==> src/rtl/tpu_result_drain_if.sv <==
// Capture and byte-stream handshake bundle for the TPU result drain.
interface tpu_result_drain_if #(
  parameter int N     = 2,
  parameter int ACC_W = 16
);
  logic                   cap_valid;
  logic                   cap_ready;
  logic [N*N*ACC_W-1:0]   cap_data;
  logic                   relu;
  logic                   narrow;
  logic                   transpose;
  logic                   out_valid;
  logic                   out_ready;
  logic [7:0]             out_data;
  logic                   out_last;

  modport master (
    output cap_valid, cap_data, relu, narrow, transpose, out_ready,
    input  cap_ready, out_valid, out_data, out_last
  );

  modport slave (
    input  cap_valid, cap_data, relu, narrow, transpose, out_ready,
    output cap_ready, out_valid, out_data, out_last
  );
endinterface

==> src/rtl/tpu_result_drain.sv <==
// Double-banked N x N accumulator tile drain: transform on capture, byte-serial
// MSB-first readout with optional transpose and registered output byte.
module tpu_result_drain_xform #(
  parameter int ACC_W = 16
) (
  input  logic [ACC_W-1:0] din,
  input  logic             relu,
  input  logic             narrow,
  output logic [ACC_W-1:0] dout
);
  localparam logic signed [ACC_W-1:0] SMAX = ACC_W'(127);
  localparam logic signed [ACC_W-1:0] SMIN = ACC_W'(-128);

  logic signed [ACC_W-1:0] v;

  always_comb begin
    v    = (relu && din[ACC_W-1]) ? '0 : $signed(din);
    dout = v;
    if (narrow) begin
      if (v > SMAX)      dout = ACC_W'(8'h7F);
      else if (v < SMIN) dout = ACC_W'(8'h80);
      else               dout = ACC_W'(v[7:0]);
    end
  end
endmodule

module tpu_result_drain #(
  parameter int N     = 2,
  parameter int ACC_W = 16
) (
  input  logic                clk,
  input  logic                rst_n,
  tpu_result_drain_if.slave   bus,
  output logic                busy,
  output logic [7:0]          drop_cnt
);
  localparam int NN  = N * N;
  localparam int BPE = ACC_W / 8;
  localparam int IW  = (N > 1) ? $clog2(N) : 1;
  localparam int BIW = (BPE > 1) ? $clog2(BPE) : 1;
  localparam int AW  = (NN > 1) ? $clog2(NN) : 1;

  typedef enum logic {IDLE, STREAM} state_t;
  typedef logic [NN-1:0][ACC_W-1:0] tile_t;

  tile_t             cap_el, cap_x, src;
  logic [1:0][NN-1:0][ACC_W-1:0] bank;
  logic [1:0]        bank_nar, bank_tr;
  logic              wr_ptr, rd_ptr, rd_nxt;
  logic [1:0]        count, count_nxt;
  state_t            state, state_nxt;
  logic [IW-1:0]     outer, inner, outer_nxt, inner_nxt;
  logic [BIW-1:0]    byte_idx, byte_nxt, bpe_last;
  logic [7:0]        data_q, data_nxt;
  logic              last_q, last_nxt;
  logic              cap_fire, fire, last_now, rel, src_nar, src_tr;

  function automatic logic last_of(input logic nar, input logic [IW-1:0] o,
                                   input logic [IW-1:0] in, input logic [BIW-1:0] b);
    return (o == IW'(N-1)) && (in == IW'(N-1)) && (b == (nar ? '0 : BIW'(BPE-1)));
  endfunction

  // outer/inner walk rows then columns; transpose just swaps their roles in the address
  function automatic logic [7:0] byte_at(input tile_t el, input logic nar, input logic tr,
                                         input logic [IW-1:0] o, input logic [IW-1:0] in,
                                         input logic [BIW-1:0] b);
    logic [AW-1:0] idx;
    int            sh;
    idx = tr ? AW'(int'(in) * N + int'(o)) : AW'(int'(o) * N + int'(in));
    sh  = nar ? 0 : (BPE - 1 - int'(b)) * 8;
    return 8'(el[idx] >> sh);
  endfunction

  assign cap_el = bus.cap_data;

  for (genvar e = 0; e < NN; e++) begin : g_xf
    tpu_result_drain_xform #(.ACC_W(ACC_W)) u_xf (
      .din(cap_el[e]), .relu(bus.relu), .narrow(bus.narrow), .dout(cap_x[e])
    );
  end

  assign bus.cap_ready = (count != 2'd2);
  assign bus.out_valid = (state == STREAM);
  assign bus.out_data  = data_q;
  assign bus.out_last  = last_q;
  assign busy          = (count != 2'd0);

  always_comb begin
    cap_fire  = bus.cap_valid && bus.cap_ready;
    fire      = bus.out_valid && bus.out_ready;
    last_now  = last_of(bank_nar[rd_ptr], outer, inner, byte_idx);
    rel       = fire && last_now;
    count_nxt = count + 2'(cap_fire) - 2'(rel);
    rd_nxt    = rd_ptr ^ rel;
    bpe_last  = bank_nar[rd_ptr] ? '0 : BIW'(BPE-1);
    outer_nxt = outer;
    inner_nxt = inner;
    byte_nxt  = byte_idx;
    if (fire) begin
      if (last_now) begin
        outer_nxt = '0;
        inner_nxt = '0;
        byte_nxt  = '0;
      end else if (byte_idx != bpe_last) begin
        byte_nxt = byte_idx + 1'b1;
      end else begin
        byte_nxt = '0;
        if (inner != IW'(N-1)) inner_nxt = inner + 1'b1;
        else begin
          inner_nxt = '0;
          outer_nxt = outer + 1'b1;
        end
      end
    end
    state_nxt = (count_nxt != 2'd0) ? STREAM : IDLE;
    // A bank written this edge that is also the next one read must be bypassed
    if (cap_fire && (wr_ptr == rd_nxt)) begin
      src     = cap_x;
      src_nar = bus.narrow;
      src_tr  = bus.transpose;
    end else begin
      src     = bank[rd_nxt];
      src_nar = bank_nar[rd_nxt];
      src_tr  = bank_tr[rd_nxt];
    end
    data_nxt = 8'h00;
    last_nxt = 1'b0;
    if (state_nxt == STREAM) begin
      data_nxt = byte_at(src, src_nar, src_tr, outer_nxt, inner_nxt, byte_nxt);
      last_nxt = last_of(src_nar, outer_nxt, inner_nxt, byte_nxt);
    end
  end

  always_ff @(posedge clk or negedge rst_n) begin
    if (!rst_n) state <= IDLE;
    else        state <= state_nxt;
  end

  always_ff @(posedge clk or negedge rst_n) begin
    if (!rst_n) begin
      count    <= '0;
      wr_ptr   <= 1'b0;
      rd_ptr   <= 1'b0;
      outer    <= '0;
      inner    <= '0;
      byte_idx <= '0;
      data_q   <= 8'h00;
      last_q   <= 1'b0;
      bank_nar <= '0;
      bank_tr  <= '0;
      drop_cnt <= 8'h00;
    end else begin
      count    <= count_nxt;
      rd_ptr   <= rd_nxt;
      outer    <= outer_nxt;
      inner    <= inner_nxt;
      byte_idx <= byte_nxt;
      data_q   <= data_nxt;
      last_q   <= last_nxt;
      if (cap_fire) begin
        bank_nar[wr_ptr] <= bus.narrow;
        bank_tr[wr_ptr]  <= bus.transpose;
        wr_ptr           <= ~wr_ptr;
      end
      if (bus.cap_valid && !bus.cap_ready && drop_cnt != 8'hFF)
        drop_cnt <= drop_cnt + 8'h01;
    end
  end

  // Tile payload needs no reset: count gates every read
  always_ff @(posedge clk) begin
    if (cap_fire) bank[wr_ptr] <= cap_x;
  end
endmodule

==> src/flat_wrapper.sv <==
// flat-port wrapper written by rule: the top's interface ports become plain ports
module tpu_result_drain_flat 
#(
  parameter int N     = 2,
  parameter int ACC_W = 16
)
  (clk, rst_n, busy, drop_cnt, bus_cap_valid, bus_cap_data, bus_relu, bus_narrow, bus_transpose, bus_out_ready, bus_cap_ready, bus_out_valid, bus_out_data, bus_out_last);
  tpu_result_drain_if #(.N(N), .ACC_W(ACC_W)) bus_i ();
  input  logic clk;
  input  logic rst_n;
  output logic busy;
  output logic [7:0] drop_cnt;
  input wire logic [$bits(bus_i.cap_valid)-1:0] bus_cap_valid;
  input wire logic [$bits(bus_i.cap_data)-1:0] bus_cap_data;
  input wire logic [$bits(bus_i.relu)-1:0] bus_relu;
  input wire logic [$bits(bus_i.narrow)-1:0] bus_narrow;
  input wire logic [$bits(bus_i.transpose)-1:0] bus_transpose;
  input wire logic [$bits(bus_i.out_ready)-1:0] bus_out_ready;
  output wire logic [$bits(bus_i.cap_ready)-1:0] bus_cap_ready;
  output wire logic [$bits(bus_i.out_valid)-1:0] bus_out_valid;
  output wire logic [$bits(bus_i.out_data)-1:0] bus_out_data;
  output wire logic [$bits(bus_i.out_last)-1:0] bus_out_last;
  assign bus_i.cap_valid = bus_cap_valid;
  assign bus_i.cap_data = bus_cap_data;
  assign bus_i.relu = bus_relu;
  assign bus_i.narrow = bus_narrow;
  assign bus_i.transpose = bus_transpose;
  assign bus_i.out_ready = bus_out_ready;
  assign bus_cap_ready = bus_i.cap_ready;
  assign bus_out_valid = bus_i.out_valid;
  assign bus_out_data = bus_i.out_data;
  assign bus_out_last = bus_i.out_last;
  tpu_result_drain #(.N(N), .ACC_W(ACC_W)) u_core (.clk(clk), .rst_n(rst_n), .bus(bus_i), .busy(busy), .drop_cnt(drop_cnt));
endmodule
==> config.mk <==
export PLATFORM = sky130hd
export DESIGN_NAME = tpu_result_drain_flat
export DESIGN_NICKNAME = d
export VERILOG_FILES = /design/src/rtl/tpu_result_drain_if.sv /design/src/rtl/tpu_result_drain.sv /design/src/flat_wrapper.sv
export SDC_FILE = /design/constraint.sdc
export NUM_CORES = 1
export LEC_CHECK = 0
export ABC_AREA = 1
export CAP_MARGIN = 10
export CORE_MARGIN = 3
export CORE_UTILIZATION = 45
export DETAILED_ROUTE_END_ITERATION = 8
export PLACE_DENSITY = 0.66
export SLEW_MARGIN = 10
export SYNTH_ARGS = -nofsm -noshare
export SYNTH_HDL_FRONTEND = slang
export SYNTH_HIERARCHICAL = 1
export SYNTH_SLANG_ARGS = --single-unit
==> constraint.sdc <==
create_clock -name clk -period 8.9 [get_ports clk]
set_input_delay 1.78 -clock clk [delete_from_list [all_inputs] [get_ports clk]]
set_output_delay 1.78 -clock clk [all_outputs]
set_load 0.02 [all_outputs]
* After elaboration in Yosys (flattened, before gate mapping) *
Cells that the tools add are included.
W data, S select, Z words.

cells by class
  eq/ne operators = 6
  add/sub/neg operators = 9
  magnitude comparators = 13
  divide/modulo/power cells = 0
  reduce and logical (&&, ||, !) cells = 18
  bitwise operators = 2
  mux-type cells = 54
  multipliers = 0
  shift-type cells = 1

operator list
  cell                   number
  $mux W64               4
  $mux W16               9
  $bwmux W128            1
  $mux W8                9
  $demux W64 S1          1
  $gt A16 B8 Y1 const B  4
  $lt A16 B8 Y1 const B  4
  $bmux W16 S2           1
  $mux W32               1
  $shr A16 B32 Y8        1
  $mux W1                24
  $logic_and A1 B1 Y1    15
  $add A8 B1 Y8 const B  1
  $ne A8 B8 Y1 const B   1
  $add A2 B1 Y2          3
  $lt A1 B2 Y1 const B   3
  $bwmux W2              2
  $reduce_bool A2 Y1     2
  $add A1 B1 Y1 const B  3
  $eq A1 B1 Y1           3
  $lt A2 B3 Y1 const B   1
  $mux W2                1
  $ne A2 B2 Y1 const B   1
  $sub A1 B1 Y2 const A  1
  other kinds (7)        7

storage, ports and cells
  output and inout bits = 20
  memories kept = 0
  latch bits = 0
  RAM bits = 0
  word-level logic and storage cells = 123
  memory bits (read-only) = 0
  register bits after elaboration = 157
  input bits = 71

* Depth between registers and ports, before layout *
Gate-level depths: netlist of run 1.

  word-level depth = 15
  depth in mapped cells = 21
  mapped depth without buffers = 20

* By module *
Netlist of run 1, hierarchy kept.

modules (own cells, without submodules)
  module                  cells an instance  sequential area each (um^2)  area each (um^2)  instances
  tpu_result_drain        789                4569.4                       7554.7            1
  tpu_result_drain_xform  76                 0.0                          334.1             4

* Least setup slack after synthesis of run 1 *
OpenSTA, ideal clock, no wires.

  kind = input -> register
  start = input port bus_cap_valid
  end = register u_core.bank_nar[0]
  stages = 5
  data required time = 8778 ps
  buffers on the path = 0
  setup time = 122 ps
  setup slack = 3674 ps
  arrival = 5103 ps
  cell sequence = nand2_1 -> nor2_1 -> inv_1 -> nand2_1 -> nand2_1

between the ends
  cells in the longest elaborated chain, start to end = 1

RTL lines
  item                           RTL line                 text
  start, declared                flat_wrapper.sv:13       input wire logic [$bits(bus_i.cap_valid)-1:0] bus_cap_valid;
  $logic_and A1 B1 Y1            tpu_result_drain.sv:89   cap_fire = bus.cap_valid && bus.cap_ready;
  end signal, assigned by index  tpu_result_drain.sv:161  bank_nar[wr_ptr] <= bus.narrow;
  end, declared                  tpu_result_drain.sv:48   logic [1:0] bank_nar, bank_tr;

Every way passes these cells.
A chain may end at the register's enable or synchronous reset.

* Worst setup path after layout of run 1 *
  start = input port bus_out_ready
  end = register u_core.data_q[4], in the netlist u_core/bus.out_data[4]

between the ends
  cells in the longest elaborated chain, start to end = 11
  elaborated cells between the ends (all ways) = 29
  classes of those cells = 4 x add/sub; 1 x eq/ne; 1 x shift; 18 x mux; 1 x bitwise; 4 x reduce/logical

RTL lines
  item                                                                  RTL line                                          text
  start, declared                                                       flat_wrapper.sv:18                                input wire logic [$bits(bus_i.out_ready)-1:0] bus_out_ready;
  $logic_and A1 B1 Y1 (*)                                               tpu_result_drain.sv:90                            fire = bus.out_valid && bus.out_ready;
  $logic_and A1 B1 Y1                                                   tpu_result_drain.sv:92                            rel = fire && last_now;
  $xor A1 B1 Y1                                                         tpu_result_drain.sv:94                            rd_nxt = rd_ptr ^ rel;
  $mux W1 (not written as such) or $eq A1 B1 Y1 (tied branches)         tpu_result_drain.sv:124, tpu_result_drain.sv:117
  $mux W1 (not written as such) or $logic_and A1 B1 Y1 (tied branches)  tpu_result_drain.sv:124, tpu_result_drain.sv:117
  $mux W1                                                               tpu_result_drain.sv:117                           if (cap_fire && (wr_ptr == rd_nxt)) begin
  $mux W2                                                               tpu_result_drain.sv:69                            idx = tr ? AW'(int'(in) * N + int'(o)) : AW'(int'(o) * N + int'(in));
  $bmux W16 S2                                                          tpu_result_drain.sv:71                            return 8'(el[idx] >> sh);
  $mux W16 (not written as such)                                        tpu_result_drain.sv:71
  $shr A16 B32 Y8                                                       tpu_result_drain.sv:71
  $mux W8 (*)                                                           tpu_result_drain.sv:128                           if (state_nxt == STREAM) begin
  via u_core.data_nxt[4]                                                tpu_result_drain.sv:54                            logic [7:0] data_q, data_nxt;
  end signal, assigned                                                  tpu_result_drain.sv:158                           data_q <= data_nxt;
  end, declared                                                         tpu_result_drain.sv:54

Mark *: on every way through the listed nets, which the timed path passes. The rest lies on a longest branch. The select of a mux whose other input is x is not followed.

==> impl_metrics.env, run 1 <==
export IMPL_yosys_area_top_type="edfxtp_1"
export IMPL_skew_ps=9.02
export IMPL_finalSetupTns_ps=0
export IMPL_rsz0062_at_grt="false"
export IMPL_grt_util_all_layers_pct=21.2
export IMPL_ios=91
export IMPL_cts_max_level=4
export IMPL_drive_gt1_share_pct=9.39
export IMPL_yosysWarnings=6
export IMPL_peakVddDrop_uv=201
export IMPL_routed_wl_um=22600
export IMPL_die_width_um=147
export IMPL_area_growth_pct=18.6
export IMPL_timing_rr_end="u_core/bus.out_data[4]"
export IMPL_drtIter0Drc=570
export IMPL_yosysTopAreaCellShare_pct=43.2
export IMPL_hold_end="u_core/drop_cnt[7]"
export IMPL_ys_types=35
export IMPL_wire_per_inst_um=15.7
export IMPL_setup_viol=0
export IMPL_r2r_start="u_core/rd_ptr"
export IMPL_vias_per_cell=5.11
export IMPL_ys_ff_latch=157
export IMPL_path_common_cell="nand2_2"
export IMPL_tightest_slew_ps=990
export IMPL_whs_path_depth=1
export IMPL_grt_pass1_vias=6798
export IMPL_crit_fanout=78
export IMPL_syn_inst=1093
export IMPL_fp_coreArea_um2=19100
export IMPL_ys_top_cells_by_count="nand2_1 (262), nor2_1 (185), edfxtp_1 (128), inv_1 (122), nand3_1 (90)"
export IMPL_dpl_cell_count=1410
export IMPL_grt_overflow=0
export IMPL_maxCapViolCount=0
export IMPL_critPathLaunchType="primary input"
export IMPL_hold_start="u_core/drop_cnt[7]"
export IMPL_ant_nets=0
export IMPL_slew_viol_final=0
export IMPL_p_leak_nw=4.57
export IMPL_crit_path_top_delay_cell="buf_4"
export IMPL_synth_ff_type="edfxtp_1"
export IMPL_hold_violations=0
export IMPL_synth_area_um2=8890
export IMPL_max_freq_ghz=0.189
export IMPL_period_needed_ps=5300
export IMPL_clk_path_buf_depth=2
export IMPL_num_vias=7370
export IMPL_dr_pass1_iters=5
export IMPL_cts_tree="done"
export IMPL_postCtsSetupBuffers=0
export IMPL_path_cells="clkdlybuf4s50_1 -> nand2_2 -> nor2_4 -> nand2_2 -> nand2_4 -> nand2_2 -> nand3_4 -> buf_4 -> nand2_2 -> nand3_2 -> nand2_2 -> nand2_1 -> nand3_1 -> a21oi_1 -> nor2_1"
export IMPL_status="complete, no violations"
export IMPL_syn_area_per_cell_um2=8.13
export IMPL_ys_async_sr_fraction_pct=18.5
export IMPL_synth_edf_count=128
export IMPL_cp_data_required_time_ps=9210
export IMPL_gp_congestion=0.933
export IMPL_ys_seq_area_share_pct=51.4
export IMPL_ys_top_cells_by_area="edfxtp_1 (43%), nand2_1 (11%), dfrtp_1 (8.2%), nor2_1 (7.8%), inv_1 (5.2%)"
export IMPL_hpwlAfterDp_um=15500
export IMPL_cts_hold_buf=0
export IMPL_initial_core_util_pct=46.6
export IMPL_post_cts_resized=0
export IMPL_power_density_nw_per_um2=349
export IMPL_max_stage_delay_ps=620
export IMPL_hold_path_class="flip-flop to flip-flop"
export IMPL_rows=50
export IMPL_timing_final_crit_share_pct=59.5
export IMPL_path_clk_slew_ps=60
export IMPL_portBuffers=90
export IMPL_clock_latency_ps=430
export IMPL_max_slew_margin_rel_pct=34.0
export IMPL_arrival_ps=5610
export IMPL_grt_max_degree=79
export IMPL_antenna_found_initial=0
export IMPL_ctsRootBufferMaster="clkbuf_16"
export IMPL_nets=1246
export IMPL_num_antenna_cells=0
export IMPL_numCtsBuffers=17
export IMPL_regToRegSetupSlack_ps=4500
export IMPL_endpoint_kind="flip-flop"
export IMPL_dieHeight_um=147
export IMPL_worst_r2r_path_depth=17
export IMPL_stdcell_count=1442
export IMPL_die_area_um2=21500
export IMPL_drc_errors=0
export IMPL_grt_first_pass_wirelength_um=36400
export IMPL_clock_sinks=157
export IMPL_synth_nets=1170
export IMPL_synth_most_common_cell="nand2_1"
export IMPL_setup_worst_path_class="primary input to flip-flop"
-- metal layers --
metal  routed length [um]  share of wire, %  GRT usage, %  vias to the layer above
li1                     -                 -             -                     3691
met2                10200                45          32.8                      209
met4                  363               1.6          5.60                        0
met5                    0                 0             0                        -
met1                10900                48          31.1                     3447
met3                 1140               5.0          3.79                       23
-- per-stage QoR --
| stage | area, um2 | power, mW | hold WS (ps) | worst slack [ps] | utilization, % |
|---|---|---|---|---|---|
| floorplan | 8890 | 2.48 | 459 | 3670 | - |
| global placement | 9970 | 2.93 | 483 | 3350 | 52.3 |
| detailed placement | 9970 | 2.96 | 486 | 3250 | 52.3 |
| CTS | 10500 | 3.68 | 495 | 3680 | 55.3 |
| global route | 10500 | 3.96 | 521 | 3280 | 55.3 |
| finish | 10500 | 3.68 | 487 | 3600 | 55.3 |
-- registers in the layout, summed over array words and instances, names as in the netlist --
signal / flops
u_core/wr_ptr: 1
u_core/bus.out_data: 8
u_core/bank: 128
u_core/drop_cnt: 8
u_core/bus.out_valid: 1
u_core/outer: 1
u_core/byte_idx: 1
u_core/inner: 1
u_core/bus.out_last: 1
u_core/rd_ptr: 1
u_core/bank_nar: 2
u_core/bank_tr: 2
u_core/count: 2
-- how the worst max path moves through the flow --
stage	from	to	slack [ps]
floorplan	bus_cap_valid	u_core/bank_nar[0]	3670
global placement	bus_out_ready	u_core/bus.out_data[1]	3350
detailed placement	bus_out_ready	u_core/bus.out_data[4]	3250
CTS	bus_out_ready	u_core/bus.out_data[4]	3680
global route	bus_out_ready	u_core/bus.out_data[1]	3280
finish	bus_out_ready	u_core/bus.out_data[4]	3600
-- final cells by class --
type | count | area (um2)
clock buffer | 18 | 429
clock inverter | 14 | 143
fill | 1799 | 8530
inverter | 132 | 495
multi-input combinational | 764 | 3630
sequential | 157 | 4570
tap | 260 | 325
timing repair buffer | 97 | 953
-- worst max-delay path: cells and delay by family --
kind / cells / cell delay (ps)
and+or+nand+nor: 12 / 2450
buffers and inverters: 2 / 1090
AOI/OAI and AO/OA: 1 / 160
-- logic make-up after synthesis --
family,synth area share [%]
AND/OR/NAND/NOR,29.8
AO/OA/AOI/OAI,9.09
buffers and inverters,7.97
adder cells (fa/ha/maj),0.844
flip-flops,51.4
XOR/XNOR,0.887
-- power by group --
group	leakage [nW]	internal [mW]	total, mW	switching [mW]
clock	0.270	0.412	0.706	0.294
sequential	1.55	1.03	1.10	0.0711
combinational	2.75	0.584	1.88	1.29
total	4.57	2.03	3.68	1.66
-- layout by cell type, fill, tap and decap left out, types with 6 or more instances in the layout --
master	count
nand2_1	261
nor2_1	183
edfxtp_1	128
inv_1	122
clkdlybuf4s50_1	90
nand3_1	90
o21ai_0	76
dfrtp_1	29
nand2_2	24
o21ai_1	24
clkbuf_16	17
nor2_2	16
o21a_1	13
inv_2	9
nand3b_1	9
nand3_2	8
o211ai_1	8
a21oi_1	8
or2_2	8
buf_4	7
xor2_1	6
ha_1	6
Power figures use the tool's default switching activity.
==> run 2, diff against run 1 <==
- clock period: 8.9 -> 5.32 ns (I/O delays scaled with it)
==> run 2 against run 1 <==
Net effect: cell count up 0.49%; clock-buffer cell count up 1; flip-flop and latch count unchanged; global-route usage down 0.46 points; sequential share of layout area down 0.22 points; total power up 67%; critical path depth unchanged; die area unchanged; sequential power up 67%; clock skew down 1.6 ps; routed wire length down 1.5%; via count up 0.14%; critical endpoint is now u_core/bus.out_data[6]; largest cell class unchanged; highest routed layer unchanged.
==> impl_metrics.env, run 2 (synthesis gave the netlist of run 1 again) <==
export IMPL_skew_ps=7.39
export IMPL_maxCapViolCount=0
export IMPL_timing_final_crit_share_pct=66.1
export IMPL_largest_register="u_core/bank"
export IMPL_stdcell_count=1449
export IMPL_nets=1253
export IMPL_arrival_ps=3860
export IMPL_setup_worst_path_class="primary input to flip-flop"
export IMPL_num_vias=7380
export IMPL_final_cell_mix="nand2_1 (261), nor2_1 (183), edfxtp_1 (128)"
export IMPL_hold_slack_ps=493
export IMPL_cts_max_level=4
export IMPL_routed_wl_um=22300
export IMPL_p_leak_nw=4.60
export IMPL_hpwlAfterDp_um=15800
export IMPL_drtIter0Drc=630
export IMPL_multi_input_area_um2=3630
export IMPL_rows=50
export IMPL_hold_path_class="flip-flop to flip-flop"
export IMPL_drc_errors=0
export IMPL_max_freq_ghz=0.284
export IMPL_max_slew_margin_rel_pct=37.7
export IMPL_fill_cells=1778
export IMPL_ctsRootBufferMaster="clkbuf_16"
export IMPL_slew_viol_final=0
export IMPL_post_cts_resized=0
export IMPL_postCtsSetupBuffers=0
export IMPL_grt_max_degree=45
export IMPL_rsz0062_at_grt="false"
export IMPL_placed_area_um2=10000
export IMPL_ios=91
export IMPL_cts_tree="done"
export IMPL_initial_core_util_pct=46.6
export IMPL_ant_nets=0
export IMPL_area_growth_pct=19.2
export IMPL_dieHeight_um=147
export IMPL_die_area_um2=21500
export IMPL_clk_path_buf_depth=2
export IMPL_clock_sinks=157
export IMPL_vias_per_cell=5.09
export IMPL_hold_violations=0
export IMPL_setup_viol=0
export IMPL_crit_fanout=31
export IMPL_final_common_cell="nand2_1"
export IMPL_power_density_nw_per_um2=579
export IMPL_cts_hold_buf=0
export IMPL_grt_pass1_vias=6698
export IMPL_antenna_found_initial=0
export IMPL_fp_coreArea_um2=19100
export IMPL_drive_gt1_share_pct=9.92
export IMPL_grt_overflow=0
export IMPL_portBuffers=90
export IMPL_grt_first_pass_wirelength_um=35400
export IMPL_largest_register_ffs=128
export IMPL_clock_latency_ps=430
export IMPL_dr_pass1_iters=7
export IMPL_finalSetupTns_ps=0
export IMPL_peakVddDrop_uv=314
export IMPL_path_clk_slew_ps=60
export IMPL_num_antenna_cells=0
export IMPL_die_width_um=147
export IMPL_status="complete, no violations"
export IMPL_gp_congestion=0.913
export IMPL_endpoint_kind="flip-flop"
export IMPL_grt_util_all_layers_pct=20.8
export IMPL_tightest_slew_ps=933
export IMPL_numCtsBuffers=17
export IMPL_critPathLaunchType="primary input"
export IMPL_period_needed_ps=3520
export IMPL_dpl_cell_count=1417
export IMPL_wire_per_inst_um=15.4
export IMPL_regArea_um2=4570
export IMPL_fin_area_um2=10600
export IMPL_cp_data_required_time_ps=5670
## run 2: cell types whose count changed in the layout (fill, tap and decap cells not counted), sizes merged
| cell | delta |
|---|---|
| clkbuf | +1 |
| buf | +7 |
| clkinvlp | +1 |
| inv | -1 |
| clkinv | -1 |
## run 2: stage by stage
stage | total power [mW] | util [%] | setup slack (ps)
after floorplan | 4.16 | - | 810
after global placement | 4.93 | 52.6 | 1430
after detailed placement | 4.95 | 52.6 | 1420
after CTS | 6.15 | 55.6 | 1820
after global routing | 6.62 | 55.6 | 1540
final | 6.14 | 55.6 | 1800
## run 2: worst paths after layout
path / start / endpoint / slack, ps / cells past startpoint
setup reg to reg: u_core/rd_ptr / u_core/bus.out_data[6] / 1990 / 18
max in group asynchronous: rst_n / u_core/bank_tr[0] / 4000 / 2
hold / removal: u_core/drop_cnt[7] / u_core/drop_cnt[7] / 490 / 1
min in group asynchronous: rst_n / u_core/bus.out_last / 1030 / 2
setup / recovery: bus_out_ready / u_core/bus.out_data[6] / 1800 / 15
hold reg to reg: u_core/drop_cnt[7] / u_core/drop_cnt[7] / 490 / 1
## run 2: where the power goes
group	switching, mW	internal (mW)
sequential	0.124	1.72
clock	0.489	0.691
combinational	2.11	1.00
total	2.73	3.41
## run 2: metal layers
metal	wire length (um)	GRT usage [%]
met1	10700	30.4
met2	9830	31.1
met3	1250	4.10
met4	548	7.01
met5	0	0
## run 2: layout make-up
type / count / share of cell area, %
inverters: 132 / 4.67
multi-input cells: 764 / 34.3
clock inverters: 13 / 1.33
repair buffers: 104 / 9.49
flip-flops and latches: 157 / 43.1
well taps: 260 / 3.07
clock buffers: 19 / 4.08
## run 2: critical path: stages
cell and delay (ps):
clkdlybuf4s50_1 470, nand2_2 80, nor2_4 130, nand2_1 90
nand2_2 500, o21ai_1 160, nand2_2 130, nand3_2 250
nand2_2 500, nand2_1 130, nand3_1 90, nand2_1 50
nand2_1 50, nand2_1 60, nor2_1 100
